===== config.mk =====
export PLATFORM = sky130hd
export DESIGN_NAME = br_update_scheduler
export DESIGN_NICKNAME = d
export VERILOG_FILES = /design/src/rtl/br_update_scheduler_pkg.sv /design/src/rtl/br_update_scheduler_index_conflict.sv /design/src/rtl/br_update_scheduler.sv
export SDC_FILE = /design/constraint.sdc
export NUM_CORES = 1
export LEC_CHECK = 0
export BUFFER_PORTS_ARGS = -buffer_cell sky130_fd_sc_hd__buf_2
export CAP_MARGIN = 30
export CORE_UTILIZATION = 54
export DETAILED_ROUTE_END_ITERATION = 12
export PLACE_DENSITY_LB_ADDON = 0.3
export SYNTH_ARGS = -nofsm -noshare
export SYNTH_HDL_FRONTEND = slang
export SYNTH_SLANG_ARGS = --single-unit

===== constraint.sdc =====
create_clock -name clock -period 5.6 [get_ports clock]
set_input_delay 0.84 -clock clock [delete_from_list [all_inputs] [get_ports clock]]
set_output_delay 0.84 -clock clock [all_outputs]
set_load 0.02 [all_outputs]

===== src/rtl/br_update_scheduler_pkg.sv =====
// Shared types for the branch-update scheduler: entry layout, PC type, queue depth
// and the predictor index extraction.
`ifndef WAY
`define WAY 2
`endif
`ifndef BR_BUF_IDX_LEN
`define BR_BUF_IDX_LEN 4
`endif

package br_update_scheduler_pkg;
   localparam int unsigned WAY_DFLT       = `WAY;
   localparam int unsigned BR_BUF_IDX_LEN = `BR_BUF_IDX_LEN;
   localparam int unsigned UPD_DEPTH      = 8;

   typedef logic [31:0] PC_t;

   typedef struct packed {
      PC_t  source_pc;
      PC_t  target_pc;
      logic taken;
   } br_upd_entry_t;

   function automatic logic [BR_BUF_IDX_LEN-1:0] br_idx(input PC_t pc);
      return pc[BR_BUF_IDX_LEN-1:0];
   endfunction
endpackage


===== src/rtl/br_update_scheduler_index_conflict.sv =====
// Per-slot withhold mask: a drain slot is held back when its predictor index matches
// an older available slot; once one slot is held, every younger slot is held too.
module br_index_conflict
   import br_update_scheduler_pkg::*;
#(
   parameter int unsigned UPD_WIDTH = 2
) (
   input  logic [UPD_WIDTH-1:0]                     i_avail,
   input  logic [UPD_WIDTH-1:0][BR_BUF_IDX_LEN-1:0] i_idx,
   output logic [UPD_WIDTH-1:0]                     o_withhold
);
   logic w_block;

   always_comb begin
      o_withhold = '0;
      w_block    = 1'b0;
      // w_block is sticky across slots, giving the in-order cut-off for younger slots
      for (int unsigned k = 1; k < UPD_WIDTH; k++) begin
         for (int unsigned j = 0; j < k; j++) begin
            if (i_avail[j] && (i_idx[j] == i_idx[k])) w_block = 1'b1;
         end
         o_withhold[k] = i_avail[k] && w_block;
      end
   end
endmodule


===== src/rtl/br_update_scheduler.sv =====
// Retire-to-predictor update FIFO: compacts retired branch updates into a circular
// queue and drains up to UPD_WIDTH per cycle, avoiding same-index updates in one cycle.
module br_update_scheduler
   import br_update_scheduler_pkg::*;
#(
   parameter int unsigned WAY       = WAY_DFLT,
   parameter int unsigned DEPTH     = UPD_DEPTH,
   parameter int unsigned UPD_WIDTH = 2
) (
   input  logic                       clock,
   input  logic                       reset,
   input  logic [WAY-1:0]             in_valid,
   input  PC_t  [WAY-1:0]             in_source_pc,
   input  PC_t  [WAY-1:0]             in_target_pc,
   input  logic [WAY-1:0]             in_taken,
   output logic                       in_ready,
   input  logic                       upd_hold,
   output logic [UPD_WIDTH-1:0]       upd_valid,
   output PC_t  [UPD_WIDTH-1:0]       upd_source_pc,
   output PC_t  [UPD_WIDTH-1:0]       upd_target_pc,
   output logic [UPD_WIDTH-1:0]       upd_taken,
   output logic [$clog2(DEPTH):0]     count,
   output logic [15:0]                conflict_stalls
);
   localparam int unsigned PW = $clog2(DEPTH);
   localparam int unsigned CW = PW + 1;

   br_upd_entry_t r_mem [DEPTH];
   logic [PW-1:0] r_head, r_tail;
   logic [CW-1:0] r_count;
   logic [15:0]   r_stalls;

   br_upd_entry_t                            w_cand [UPD_WIDTH];
   logic [UPD_WIDTH-1:0][BR_BUF_IDX_LEN-1:0] w_idx;
   logic [UPD_WIDTH-1:0]                     w_avail, w_withhold, w_grant;
   logic [CW-1:0]                            w_enq_cnt, w_deq_cnt;
   logic [WAY-1:0]                           w_wr_en;
   logic [PW-1:0]                            w_wr_ptr [WAY];
   logic                                     w_ready;

   assign w_ready  = (CW'(DEPTH) - r_count) >= CW'(WAY);
   assign in_ready = reset || w_ready;

   always_comb begin
      for (int unsigned k = 0; k < UPD_WIDTH; k++) begin
         w_cand[k]  = r_mem[r_head + PW'(k)];
         w_idx[k]   = br_idx(w_cand[k].source_pc);
         w_avail[k] = !upd_hold && !reset && (CW'(k) < r_count);
      end
   end

   br_index_conflict #(.UPD_WIDTH(UPD_WIDTH)) u_conflict (
      .i_avail    (w_avail),
      .i_idx      (w_idx),
      .o_withhold (w_withhold)
   );

   assign w_grant = w_avail & ~w_withhold;

   always_comb begin
      w_deq_cnt = '0;
      for (int unsigned k = 0; k < UPD_WIDTH; k++) begin
         upd_valid[k]     = w_grant[k];
         upd_source_pc[k] = w_cand[k].source_pc;
         upd_target_pc[k] = w_cand[k].target_pc;
         upd_taken[k]     = w_cand[k].taken;
         if (w_grant[k]) w_deq_cnt = w_deq_cnt + 1'b1;
      end
   end

   // Lane compaction: each valid lane takes the next free slot after the ones before it
   always_comb begin
      w_enq_cnt = '0;
      for (int unsigned l = 0; l < WAY; l++) begin
         w_wr_en[l]  = w_ready && in_valid[l];
         w_wr_ptr[l] = r_tail + PW'(w_enq_cnt);
         if (w_wr_en[l]) w_enq_cnt = w_enq_cnt + 1'b1;
      end
   end

   always_ff @(posedge clock) begin
      if (reset) begin
         r_head   <= '0;
         r_tail   <= '0;
         r_count  <= '0;
         r_stalls <= '0;
         for (int unsigned d = 0; d < DEPTH; d++) r_mem[d] <= '0;
      end else begin
         for (int unsigned l = 0; l < WAY; l++) begin
            if (w_wr_en[l])
               r_mem[w_wr_ptr[l]] <= '{source_pc: in_source_pc[l],
                                       target_pc: in_target_pc[l],
                                       taken:     in_taken[l]};
         end
         r_tail  <= r_tail + PW'(w_enq_cnt);
         r_head  <= r_head + PW'(w_deq_cnt);
         r_count <= r_count + w_enq_cnt - w_deq_cnt;
         if ((|w_withhold) && (r_stalls != '1)) r_stalls <= r_stalls + 16'd1;
      end
   end

   assign count           = r_count;
   assign conflict_stalls = r_stalls;
endmodule


# Word-level counts from Yosys, hierarchy flattened
# Memories as Yosys holds them, arrays and structs flattened. A register that Yosys moved wholly into a read port is not among the register bits.
# Index checks and enable logic that the tools add are counted.
[word_totals] reg_bits=26 ramBits=520 in_bits=135 output_inout_bits=153 wordCells=55 n_memories=1
[op_classes] addsub=10 magnitude_cmp=3 n_eq_ne=2 mux=20 bitwise=2 n_reduce_logical=13
[memory_table] name="r_mem" depth=8 width=65 read_ports=2 rd_clocked_by_memory_dff=1 wr=8 line="br_update_scheduler.sv:28" text="br_upd_entry_t r_mem [DEPTH];"
[ops] op="2-to-1 mux 65 bit" count=2
[ops] op="OR reduction 65 bit" count=2
[ops] op="adder 16 x 1 -> 16 bit (second input constant)" count=1
[ops] op="inequality test 16 bit (second input constant)" count=1
[ops] op="2-to-1 mux 1 bit" count=13
[ops] op="adder 3 bit" count=3
[ops] op="2-to-1 mux 3 bit" count=3
[ops] op="adder 4 x 1 -> 4 bit (second input constant)" count=2
[ops] op="logical AND 1 bit" count=8
[ops] op="less-than comparator 1 x 4 -> 1 bit (first input constant)" count=2
[ops] op="2-to-1 mux 4 bit" count=2
[ops] op="adder 4 bit" count=1
[ops] op="== test 4 bit" count=1
[ops] op=">= comparator 4 x 2 -> 1 bit (second input constant)" count=1
[ops] op="subtractor 4 bit" count=1
[ops] op="subtractor 4 bit (first input constant)" count=1
[ops] op="adder 3 x 1 -> 3 bit (second input constant)" count=1
[ops] op="AND 2 bit" count=1
[ops] op="zero test 1 bit" count=2
[ops] op="inverter 2 bit" count=1
[ops] op="logical OR 1 bit" count=1

# Longest topological paths before layout
[logic_depth] ltp_word=13 ltp_mapped=16 mapped_depth_nobuf=15

# By module
# From an unflattened synthesis, not the netlist that was laid out.
[hier_totals] hier_cells=3290 hier_area_um2=34643.2
[by_module_without_submodules] mod="br_update_scheduler" n_inst=1 cells_per_inst=3282 area_each_um2=34579.4
[by_module_without_submodules] mod="br_index_conflict" n_inst=1 cells_per_inst=8 area_each_um2=63.8

# Least setup slack after synthesis
# OpenSTA, ideal clock, no wires.
[synth_path] kind="reg2reg" start="register r_count[1] (netlist: count[1])" end="memory r_mem[2][0] in the netlist's numbering (enable)" setup_ps=426 arrival_ps=4373 required_time_ps=5174 slack_ps=801 path_stages_with_launch=12 n_path_buf=1 period_less_slack_ps=4799 cell_sequence="dfxtp_1 -> inv_1 -> ha_1 -> nor3_1 -> a31oi_1 -> nor3_1 -> nor2b_1 -> ha_1 -> or4b_1 -> nor2_1 -> clkbuf_1 -> or3_1"
[synth_lines] element="start, declared" line="br_update_scheduler.sv:30" text="logic [CW-1:0] r_count;"
[synth_lines] element="start signal, assigned" line="br_update_scheduler.sv:97" text="r_count <= r_count + w_enq_cnt - w_deq_cnt;"
[synth_lines] element="end, declared" line="br_update_scheduler.sv:28"

==> flow_metrics.tcl <==
set metrics [dict create \
    status "finished clean" \
    yosys-top-cells-area "edfxtp_1 51%, mux4_2 19%, a22o_1 15%, mux2_2 4.7%, buf_1 2.0%" \
    fin_crit_ns 4.78 \
    synth_edf_count 520 \
    p_switching_mw 6.11 \
    numPortBuffers 287 \
    cts_tree "yes" \
    pwr-share-seq_pct 33.5 \
    layout-drive-gt1-share_pct 40.1 \
    timing.hold.ws_ns 0.501 \
    setup_tns_ns 0 \
    dpl.cell_count 2772 \
    grt_pass1_wl_mm 136 \
    num_rows 87 \
    remaining_drc_errors 0 \
    ys_ff_latch 546 \
    fin_cells 2905 \
    maxSlewViolCount 0 \
    avgSynthCellArea_um2 15.4 \
    worst_slack_ns 0.818 \
    yosysSeqAreaShare_pct 52.5 \
    pre_cts_ws_ns 0.872 \
    fmax_ghz 0.209 \
    maxCapViolCount 0 \
    synthesis.area_mm2 0.0307 \
    io-pin-count 288 \
    nNetsFinal 2234 \
    clock_skew_ns 0.0308 \
    dpl_cell_area_mm2 0.0326 \
    report.final.setup_viol 0 \
    yosys-top-cells-count "520 x a22o_1, 520 x edfxtp_1, 257 x mux4_2" \
    yosysWarnings 0 \
    pwr-share-clk_pct 22.8 \
    cts_num_sinks 546 \
    fin_crit_sh_pct 85.4 \
    ys_async_sr_fraction_pct 0 \
    core_area_mm2 0.0563 \
    switching_share_pct 36.1 \
    grt_start_max_net_pins 64 \
    setup.worst_path.start_class "flip-flop" \
    grt_overflow 0 \
    combPwrFrac_pct 43.8 \
    detail-route-antenna-nets 0 \
    routedWlPerCell_um 32.3 \
    power_mw 16.9 \
    first_pass_iters 5 \
    cp_data_arrival_time_ns 5.26 \
    cts_buffers 59 \
    fin_area_mm2 0.0347 \
    viasPerCell 7.33 \
    dieHeight_um 241 \
    grt_pass1_vias 21000 \
    synth_top_cell_area_share_pct 50.8 \
    start_util_pct 54.6 \
    cts_resized 0 \
    rsz0062_at_grt "false" \
    syn_inst 1995 \
    p_leak_nw 12.5 \
    cp-end-kind "flip-flop" \
    clkTransAtPathRegs_ns 0.06 \
    first_iter_violations 2426 \
    place.gp.congestion 0.852 \
    via_count 21300 \
    critPathRequiredTime_ns 6.08 \
    dieWidth_um 241 \
    tightestPinTransition_ns 1.01 \
    grt.total_usage_pct 32.2 \
    hold_violations 0 \
    synth_cell_types 44 \
    cts_hold_buffers 0 \
    p_int_mw 10.8 \
    final_util_pct 61.6 \
    antenna_found_initial 25 \
    ir_drop_mv 0.312 \
    dp_hpwl_mm 53.0 \
    syn_nets 2149 \
    clock_latency_ns 0.65 \
    drt-total-wl_mm 93.9 \
    crit_fanout 54 \
    cts_setup_buffers 0 \
    worstHoldPathType "reg2reg" \
    p_per_area_mw_per_mm2 488 \
    clockBufferDepth 3 \
    dieArea_mm2 0.0579 \
    maxSlewHeadroom_pct 32.4 \
    synth_top_cell_by_area "edfxtp_1" \
    ys.flop_type "edfxtp_1" \
    htree_levels 2 \
    syn_to_final_growth_pct 12.7 \
    root_buffer "clkbuf_16" \
    worst-setup-path-type "reg2reg" \
]
-- final timing paths --
| path | start | to | slack (ns) | depth (start not counted) |
|---|---|---|---|---|
| max | count[1]$_SDFF_PP0_ | r_mem[2][58]$_DFFE_PP_ | 0.82 | 11 |
| max reg2reg | count[1]$_SDFF_PP0_ | r_mem[2][58]$_DFFE_PP_ | 0.82 | 11 |
| min | conflict_stalls[12]$_SDFFE_PP0P_ | conflict_stalls[12]$_SDFFE_PP0P_ | 0.50 | 1 |
| min reg2reg | conflict_stalls[12]$_SDFFE_PP0P_ | conflict_stalls[12]$_SDFFE_PP0P_ | 0.50 | 1 |
-- power groups by stage --
stage               logic (mW)  registers [mW]  clock network [mW]
global route              7.77            5.72                4.02
global placement          7.15            5.66                   0
detailed placement        7.30            5.73                   0
CTS                       7.34            5.65                3.87
finish                    7.40            5.66                3.85
floorplan                 5.23            5.56                   0
-- flip-flops by register name, indices dropped and copies added (netlist names) --
| register | count |
|---|---|
| r_mem | 520 |
| conflict_stalls | 16 |
| count | 4 |
| r_head | 3 |
| r_tail | 3 |
-- layout make-up --
cell class,instances,area [µm²]
timing repair buffer,346,2160
sequential,546,16100
tap,756,946
clock inverter,39,369
antenna,20,50.0
clock buffer,71,1520
fill,4114,21600
multi-input combinational,1106,13400
inverter,21,78.8
-- per-layer routing --
layer | wire (µm) | track usage (%) | up-vias | part of all wire, %
li1 | - | - | 8547 | -
met1 | 34000 | 42.7 | 11000 | 36
met2 | 44500 | 50.8 | 1499 | 47
met3 | 11200 | 7.46 | 258 | 12
met4 | 4060 | 14.8 | 18 | 4.3
met5 | 116 | 0 | - | 0.12
-- cell usage in the layout (no fill, tap or decap), drive strengths merged, types with 6 or more instances in the layout --
cell / Yosys / final
buf: 226 / 346
nand3: 11 / 11
nor2: 33 / 33
or3: 11 / 11
a21oi: 7 / 7
dfxtp: 26 / 26
xor2: 20 / 20
mux2: 128 / 128
nand2: 15 / 15
mux4: 260 / 260
clkinv: 0 / 28
ha: 15 / 15
bufinv: 0 / 6
edfxtp: 520 / 520
inv: 21 / 22
diode: 0 / 20
xnor2: 9 / 9
clkbuf: 96 / 71
nor2b: 7 / 7
a22o: 520 / 520
nor3: 22 / 22
-- worst max-delay path, stage by stage, from the launching register on --
cell and delay [ns]:
dfxtp_1 0.45, inv_1 0.09, ha_1 0.22, nor3_1 0.19, a31oi_1 0.06, nor3_1 0.64, nor2b_1 0.17, ha_1 0.35
or4b_1 0.73, nor2_4 0.53, buf_4 0.88, a22o_1 0.29
-- cell families (layout without fill, tap and decap cells) --
| group | after synthesis | in the layout | share of synthesized area (%) |
|---|---|---|---|
| adders and majority gates | 19 | 19 | 0.871 |
| and+or+nand+nor | 120 | 120 | 2.08 |
| muxes | 391 | 391 | 23.9 |
| DFF | 546 | 546 | 52.5 |
| buffers and inverters | 343 | 477 | 4.50 |
| other | 0 | 20 | 0 |
| xor gates and xnor gates | 29 | 29 | 0.826 |
| AOI/OAI and AO/OA | 547 | 547 | 15.4 |
Note: power is estimated with default switching activity, not from simulation.
